===== config.mk =====
export PLATFORM = sky130hd
export DESIGN_NAME = data_bus_skid_buffer
export DESIGN_NICKNAME = d
export VERILOG_FILES = /design/src/rtl/data_bus_skid_buffer.sv
export SDC_FILE = /design/constraint.sdc
export NUM_CORES = 1
export LEC_CHECK = 0
export ABC_CLOCK_PERIOD_IN_PS = 1600
export BUFFER_PORTS_ARGS = -buffer_cell sky130_fd_sc_hd__buf_2
export CAP_MARGIN = 15
export CORE_MARGIN = 4
export CORE_UTILIZATION = 51
export CTS_CLUSTER_DIAMETER = 60
export CTS_CLUSTER_SIZE = 40
export DETAILED_ROUTE_END_ITERATION = 7
export GPL_ROUTABILITY_DRIVEN = 0
export PLACE_DENSITY = 0.84
export SYNTH_ARGS = -nofsm -noshare
export SYNTH_HDL_FRONTEND = slang
export SYNTH_SLANG_ARGS = --single-unit

===== constraint.sdc =====
create_clock -name clk -period 1.6 [get_ports clk]
set_input_delay 0.32 -clock clk [delete_from_list [all_inputs] [get_ports clk]]
set_output_delay 0.32 -clock clk [all_outputs]
set_load 0.02 [all_outputs]

===== src/rtl/data_bus_skid_buffer.sv =====
// data_bus_skid_buffer: registered valid/ready bus stage with a
// 2-entry skid buffer, synchronous flush and an output transfer counter.
//
// Ports:
//   clk       rising-edge clock
//   reset     asynchronous active-low reset
//   flush     synchronous drop of buffered words (counter kept)
//   dataIn    upstream word, qualified by validIn
//   validIn   upstream word valid
//   readyOut  stage can take a word this cycle (from flops)
//   dataOut   downstream word (from flops), qualified by validOut
//   validOut  dataOut valid (from flops)
//   readyIn   downstream can take a word this cycle
//   xferCount completed output transfers, wraps silently
module data_bus_skid_buffer #(
   parameter int WIDTH     = 4,
   parameter int CNT_WIDTH = 16
) (
   input  logic                 clk,
   input  logic                 reset,
   input  logic                 flush,
   input  logic [WIDTH-1:0]     dataIn,
   input  logic                 validIn,
   output logic                 readyOut,
   output logic [WIDTH-1:0]     dataOut,
   output logic                 validOut,
   input  logic                 readyIn,
   output logic [CNT_WIDTH-1:0] xferCount
);

   typedef enum logic [1:0] {
      EMPTY = 2'd0,
      BUSY  = 2'd1,
      FULL  = 2'd2
   } state_t;

   state_t           state;
   state_t           state_nxt;
   logic [WIDTH-1:0] main_q;
   logic [WIDTH-1:0] main_d;
   logic [WIDTH-1:0] skid_q;
   logic [WIDTH-1:0] skid_d;
   logic             acc;
   logic             xfer;

   // Handshake outputs decode only the state flops, so neither
   // readyIn nor validIn reaches them combinationally.
   assign validOut = (state != EMPTY);
   assign readyOut = (state != FULL);
   assign dataOut  = main_q;

   assign acc  = validIn && readyOut;
   assign xfer = validOut && readyIn;

   always_ff @(posedge clk or negedge reset) begin
      if (!reset) begin
         state  <= EMPTY;
         main_q <= '0;
         skid_q <= '0;
      end else begin
         state  <= state_nxt;
         main_q <= main_d;
         skid_q <= skid_d;
      end
   end

   always_comb begin
      state_nxt = state;
      main_d    = main_q;
      skid_d    = skid_q;
      unique case (state)
         EMPTY: begin
            if (acc) begin
               main_d    = dataIn;
               state_nxt = BUSY;
            end
         end
         BUSY: begin
            if (acc && xfer) begin
               main_d = dataIn;
            end else if (acc) begin
               skid_d    = dataIn;
               state_nxt = FULL;
            end else if (xfer) begin
               state_nxt = EMPTY;
            end
         end
         FULL: begin
            if (xfer) begin
               main_d    = skid_q;
               state_nxt = BUSY;
            end
         end
         default: state_nxt = EMPTY;
      endcase
      // Flush wins: drop the words but leave the data flops alone,
      // so dataOut keeps showing the last word it held.
      if (flush) begin
         state_nxt = EMPTY;
         main_d    = main_q;
         skid_d    = skid_q;
      end
   end

   // A transfer on a flush cycle still happened downstream, so count it.
   always_ff @(posedge clk or negedge reset) begin
      if (!reset) begin
         xferCount <= '0;
      end else if (xfer) begin
         xferCount <= xferCount + CNT_WIDTH'(1);
      end
   end

endmodule


# ---- Word-level counts from Yosys, hierarchy flattened
# Index checks and enable logic that the tools add are counted.
dict set report word_totals {
  register_bits 26
  latch_bits 0
  ram_bits 0
  mem_bits_ro 0
  input_bits 9
  output_inout_bits 22
  word_cells 37
  mem_count 0
}
dict set report op_classes {
  addsub 1
  mul 0
  n_div 0
  magnitude_cmp 0
  eq_ne 10
  shifts 0
  n_mux 11
  bitwise_logic 2
  reduce_logical 9
}
# op count
set ops {}
lappend ops {{16-bit by 1-bit adder with 16-bit output (second input constant)} 1}
lappend ops {{2-bit 2-to-1 mux} 6}
lappend ops {{4-bit 2-to-1 mux} 3}
lappend ops {{4-bit case mux with 3 select lines} 1}
lappend ops {{3-bit inequality test (second input constant)} 3}
lappend ops {{2-bit inequality test (second input constant)} 4}
lappend ops {{4-bit AND reduction} 2}
lappend ops {{2-bit case mux with 3 select lines} 1}
lappend ops {{5-bit AND reduction} 1}
lappend ops {{4-bit inequality test (second input constant)} 1}
lappend ops {{1-bit logical AND} 3}
lappend ops {{3-bit nonzero test} 1}
lappend ops {{2-bit by 1-bit equality test with 1-bit output (second input constant)} 1}
lappend ops {{2-bit equality test (second input constant)} 1}
lappend ops {{2-bit zero test} 1}
lappend ops {{1-bit NOT} 2}
lappend ops {{2-bit nonzero test} 1}

# ---- Longest topological paths before layout
dict set report depth {
  word_depth 7
  ltp_mapped 5
  mapped_depth_nobuf 4
}

# ---- Least setup slack after synthesis
# No wires, ideal clock.
dict set report synth_path {
  path_kind {register to register}
  start {register xferCount[5]}
  end {register xferCount[15]}
  setup_ns 0.128
  arrival_time_ns 1.269
  t_required_ns 1.472
  setup_slack_ns 0.203
  stages_incl_launch_ff 5
  path_buffers 0
  synth_period_minus_slack_ns 1.397
  path_cell_list {dfrtp_1 > and4_1 > and4_1 > nand4_1 > xnor2_1}
}
dict set report synth_between {
  elab_chain_cells 1
}
# element line
set synth_lines {}
lappend synth_lines {{start, declared} 28} ;# output logic [CNT_WIDTH-1:0] xferCount
lappend synth_lines {{start signal, assigned} 110} ;# xferCount <= xferCount + CNT_WIDTH'(1);
lappend synth_lines {{16-bit by 1-bit adder with 16-bit output} 110}
# Every way passes these cells.
# A chain may end at the register's enable or synchronous reset.

# ---- Worst setup path after layout
dict set report layout_path {
  start {register state[0]}
  end {output port readyOut}
}
dict set report layout_between {
  elab_chain_cells 1
}
# element line
set layout_lines {}
lappend layout_lines {{start, declared} 37} ;# state_t state;
lappend layout_lines {{start signal, assigned} 61} ;# state <= state_nxt;
lappend layout_lines {{2-bit inequality test} 49} ;# assign readyOut = (state != FULL);
lappend layout_lines {{end, declared} 24} ;# output logic readyOut,
# Every way passes these cells.

==> key figures <==
Routing
  • Routed WL: 2190 um
  • Post-route DRC: 0
  • DRT Pass-1 Iters: 4
  • Antenna Nets Post-Route: 0
  • Vias per cell: 5.07
  • WL/cell: 13.7 um
  • Vias: 811
  • Iter 0 DRT Violations: 17

Timing
  • Fin crit period: 1.55 ns
  • Final hold vios: 0
  • Final worst setup slack: 0.0502 ns
  • Worst-Margin Slew: 0.565 ns
  • RSZ-0062 raised after global routing: yes
  • Setup-failing EPs final: 0
  • Fin crit share: 96.9%
  • Final Skew: 0.00538 ns
  • Rel. slew slack: 62.3%
  • Fmax: 645 MHz
  • Final slew viol count: 0

Die
  • Width of the die: 56.5 um
  • # IOs: 31
  • # rows: 17
  • Core Footprint: 0.00223 mm^2
  • Die height: 56.5 um
  • Die area: 0.00319 mm^2
  • Initial Utilization: 53.7%

Pwr
  • Gate power share: 26.0%
  • Internal power: 1.10 mW
  • Leak: 0.700 nW
  • Maximum VDD drop: 840 uV
  • Switching Share: 32.4%
  • Seq pwr share: 53.8%
  • Clock network power share: 20.1%
  • NetSw: 0.529 mW
  • Pwr dens: 1120 mW/mm^2

Clocking
  • TritonCTS clock tree: built
  • Clock Pin Slew Worst Setup and Hold Paths: 0.14 ns
  • CTS max path bufs: 2
  • Root Buffer: clkbuf_4
  • CTS Buf Count: 3
  • CTS H-tree lvls: 1
  • Clock sink count: 26
  • Worst skew pair latency: 0.32 ns

Yosys
  • Post-synthesis simple-gate area fraction: 15.8%
  • Post-synthesis compound-gate area fraction: 3.23%
  • Post-synthesis sequential area ratio: 54.2%
  • Mux cell area share after synthesis: 13.0%
  • Area of the mapped netlist: 0.00120 mm^2
  • XOR/XNOR Fraction of Synth Area: 10.9%
  • Main combinational cell family by area after synthesis: simple AND/OR/NAND/NOR gates
  • Ys Warns: 0
  • Mapped Cells: 96
  • Netlist cell types: 26
  • Syn_area_per_cell: 12.5 um^2
  • #FFs+latches synth: 26
  • Adder-Cell Fraction of Synth Area: 1.04%
  • Syn Nets: 106

Run status
  • Status: completed

Worst setup path
  • Critical R2R Capture: dataOut[1]$_DFFE_PN0P_
  • Worst reg2reg path startpoint: state[1]$_DFFE_PN0P_
  • CP Max Fanout: 5
  • Reg2Reg Depth: 5
  • Critical Path End Type: output port
  • Arrival @ worst endpoint: 1.23 ns
  • WP data required: 1.28 ns
  • Reg-to-reg setup timing slack: 0.06 ns
  • WS Path Type: reg -> out
  • Worst setup SP type: flop

GRT
  • Largest net degree at the start of global routing: 27
  • First-pass GRT wire length: 3820 um
  • Total grt overflow: 0
  • Total GRT Usage: 15.0%
  • Vias in the first global route: 819
  • Initial antenna violation count: 0

Layout
  • # diodes: 0
  • Fillers: 164
  • Synth-to-Final Area Change: 21.4%
  • Non-Filler Instances: 160
  • Fin nets: 143
  • Share of layout cells above drive strength 1: 40.9%

Place
  • Dpl ws: 0.0632 ns
  • Inst Count DP: 153
  • PortBufs: 30

Min path
  • Hold WC Path Type: in -> reg
  • WHS Path Cells: 2
  • Hold path start: flush
  • Worst hold endpoint: state[0]$_DFFE_PN0P_

Flow run
  • Max-cap violations: 0
==> worst max path at each step <==
stage	start	to	slack, ns	cells past startpoint
floorplan	xferCount[5]$_DFFE_PN0P_	xferCount[15]$_DFFE_PN0P_	0.20	4
global placement	validIn	dataOut[2]$_DFFE_PN0P_	0.14	5
detailed placement	state[1]$_DFFE_PN0P_	dataOut[1]$_DFFE_PN0P_	0.06	4
CTS	state[0]$_DFFE_PN0P_	validOut	0.004	2
global route	state[0]$_DFFE_PN0P_	readyOut	-0.01	4
finish	state[0]$_DFFE_PN0P_	readyOut	0.05	4
==> registers in the layout, summed over array words and instances, names as in the netlist <==
name and cells:
state 2, xferCount 16, skid_q 4, dataOut 4
==> area by class of cell <==
class	count	area (um^2)	area share, %
tap	28	35.0	2.41
multi-input combinational	67	539	37.0
timing repair buffer	34	189	13.0
sequential	26	653	44.8
inverter	1	3.75	0.258
clock buffer	4	36.3	2.49
==> per-stage QoR <==
stage	util (%)	hold WS [ns]	setup TNS [ns]	cell area [um^2]	total power [mW]
2_1_floorplan	-	0.0244	0	1200	1.15
5_1_grt	65.2	0.174	-0.0123	1460	1.73
3_3_place_gp	61.6	0.333	0	1380	1.29
3_5_place_dp	61.6	0.343	0	1380	1.31
4_1_cts	64.6	0.173	0	1440	1.65
6_report	65.2	0.182	0	1460	1.63
==> logic make-up after synthesis <==
family / count (synthesis)
xor+xnor: 15
mux: 14
buf+inv: 3
compound gates: 4
fa+ha+maj: 1
flops: 26
simple gates: 33
==> metal layers <==
| layer | wire, um | GRT usage, % | up-vias |
|---|---|---|---|
| met5 | 0 | 0 | - |
| li1 | - | - | 405 |
| met1 | 986 | 19.2 | 384 |
| met2 | 1090 | 25.2 | 17 |
| met4 | 40 | 6.10 | 0 |
| met3 | 73 | 2.30 | 5 |
==> critical path: stages (launching register included) <==
cell     delay (ns)
dfrtp_2        0.46
nor2b_4        0.14
buf_6          0.13
inv_1          0.03
buf_2          0.15
==> power groups by stage <==
stage | clock [mW] | sequential (mW) | combinational (mW)
2_1_floorplan | 0 | 0.978 | 0.174
3_3_place_gp | 0 | 0.881 | 0.406
3_5_place_dp | 0 | 0.895 | 0.416
4_1_cts | 0.338 | 0.881 | 0.427
5_1_grt | 0.365 | 0.902 | 0.461
6_report | 0.329 | 0.878 | 0.425
==> cell usage after synthesis <==
library cell	n	area [um^2]
and3_1	2	12.5
nand4_1	3	18.8
nand3_1	8	40.0
mux2_1	4	45.0
nand2_1	5	18.8
mux2_2	9	101
inv_1	1	3.75
nor2b_1	2	12.5
xnor2_1	14	123
buf_6	1	11.3
mux2i_1	1	10.0
ha_1	1	12.5
and3_4	1	11.3
o21bai_2	1	11.3
and4_4	1	11.3
and2_1	2	12.5
and4_1	2	17.5
or2_2	1	6.26
or3b_1	1	8.76
nor2_1	4	15.0
buf_2	1	5.00
xor2_1	1	8.76
nor3_1	1	5.00
o211a_4	1	17.5
a21oi_1	2	10.0
dfrtp_1	26	651
==> layout by cell type, fill, tap and decap left out, drive strengths merged, types with 2 or more instances in the layout <==
master | netlist | routed
buf | 2 | 33
dfrtp | 26 | 26
xnor2 | 14 | 14
mux2 | 13 | 13
nand3 | 8 | 8
nand2 | 5 | 5
nor2 | 4 | 4
clkbuf | 0 | 4
nand4 | 3 | 3
and4 | 3 | 3
and3 | 3 | 3
and2 | 2 | 2
a21oi | 2 | 2
nor2b | 2 | 2
==> what timing repair did <==
| item | CTS | global route |
|---|---|---|
| setup endpoints to repair | 2 | 2 |
| resized for setup | 3 | 4 |
| buffers inserted | 2 | 0 |
| hold endpoints to repair | 26 | 0 |
| hold buffers | 1 | 0 |
Note: power is estimated with default switching activity, not from simulation.
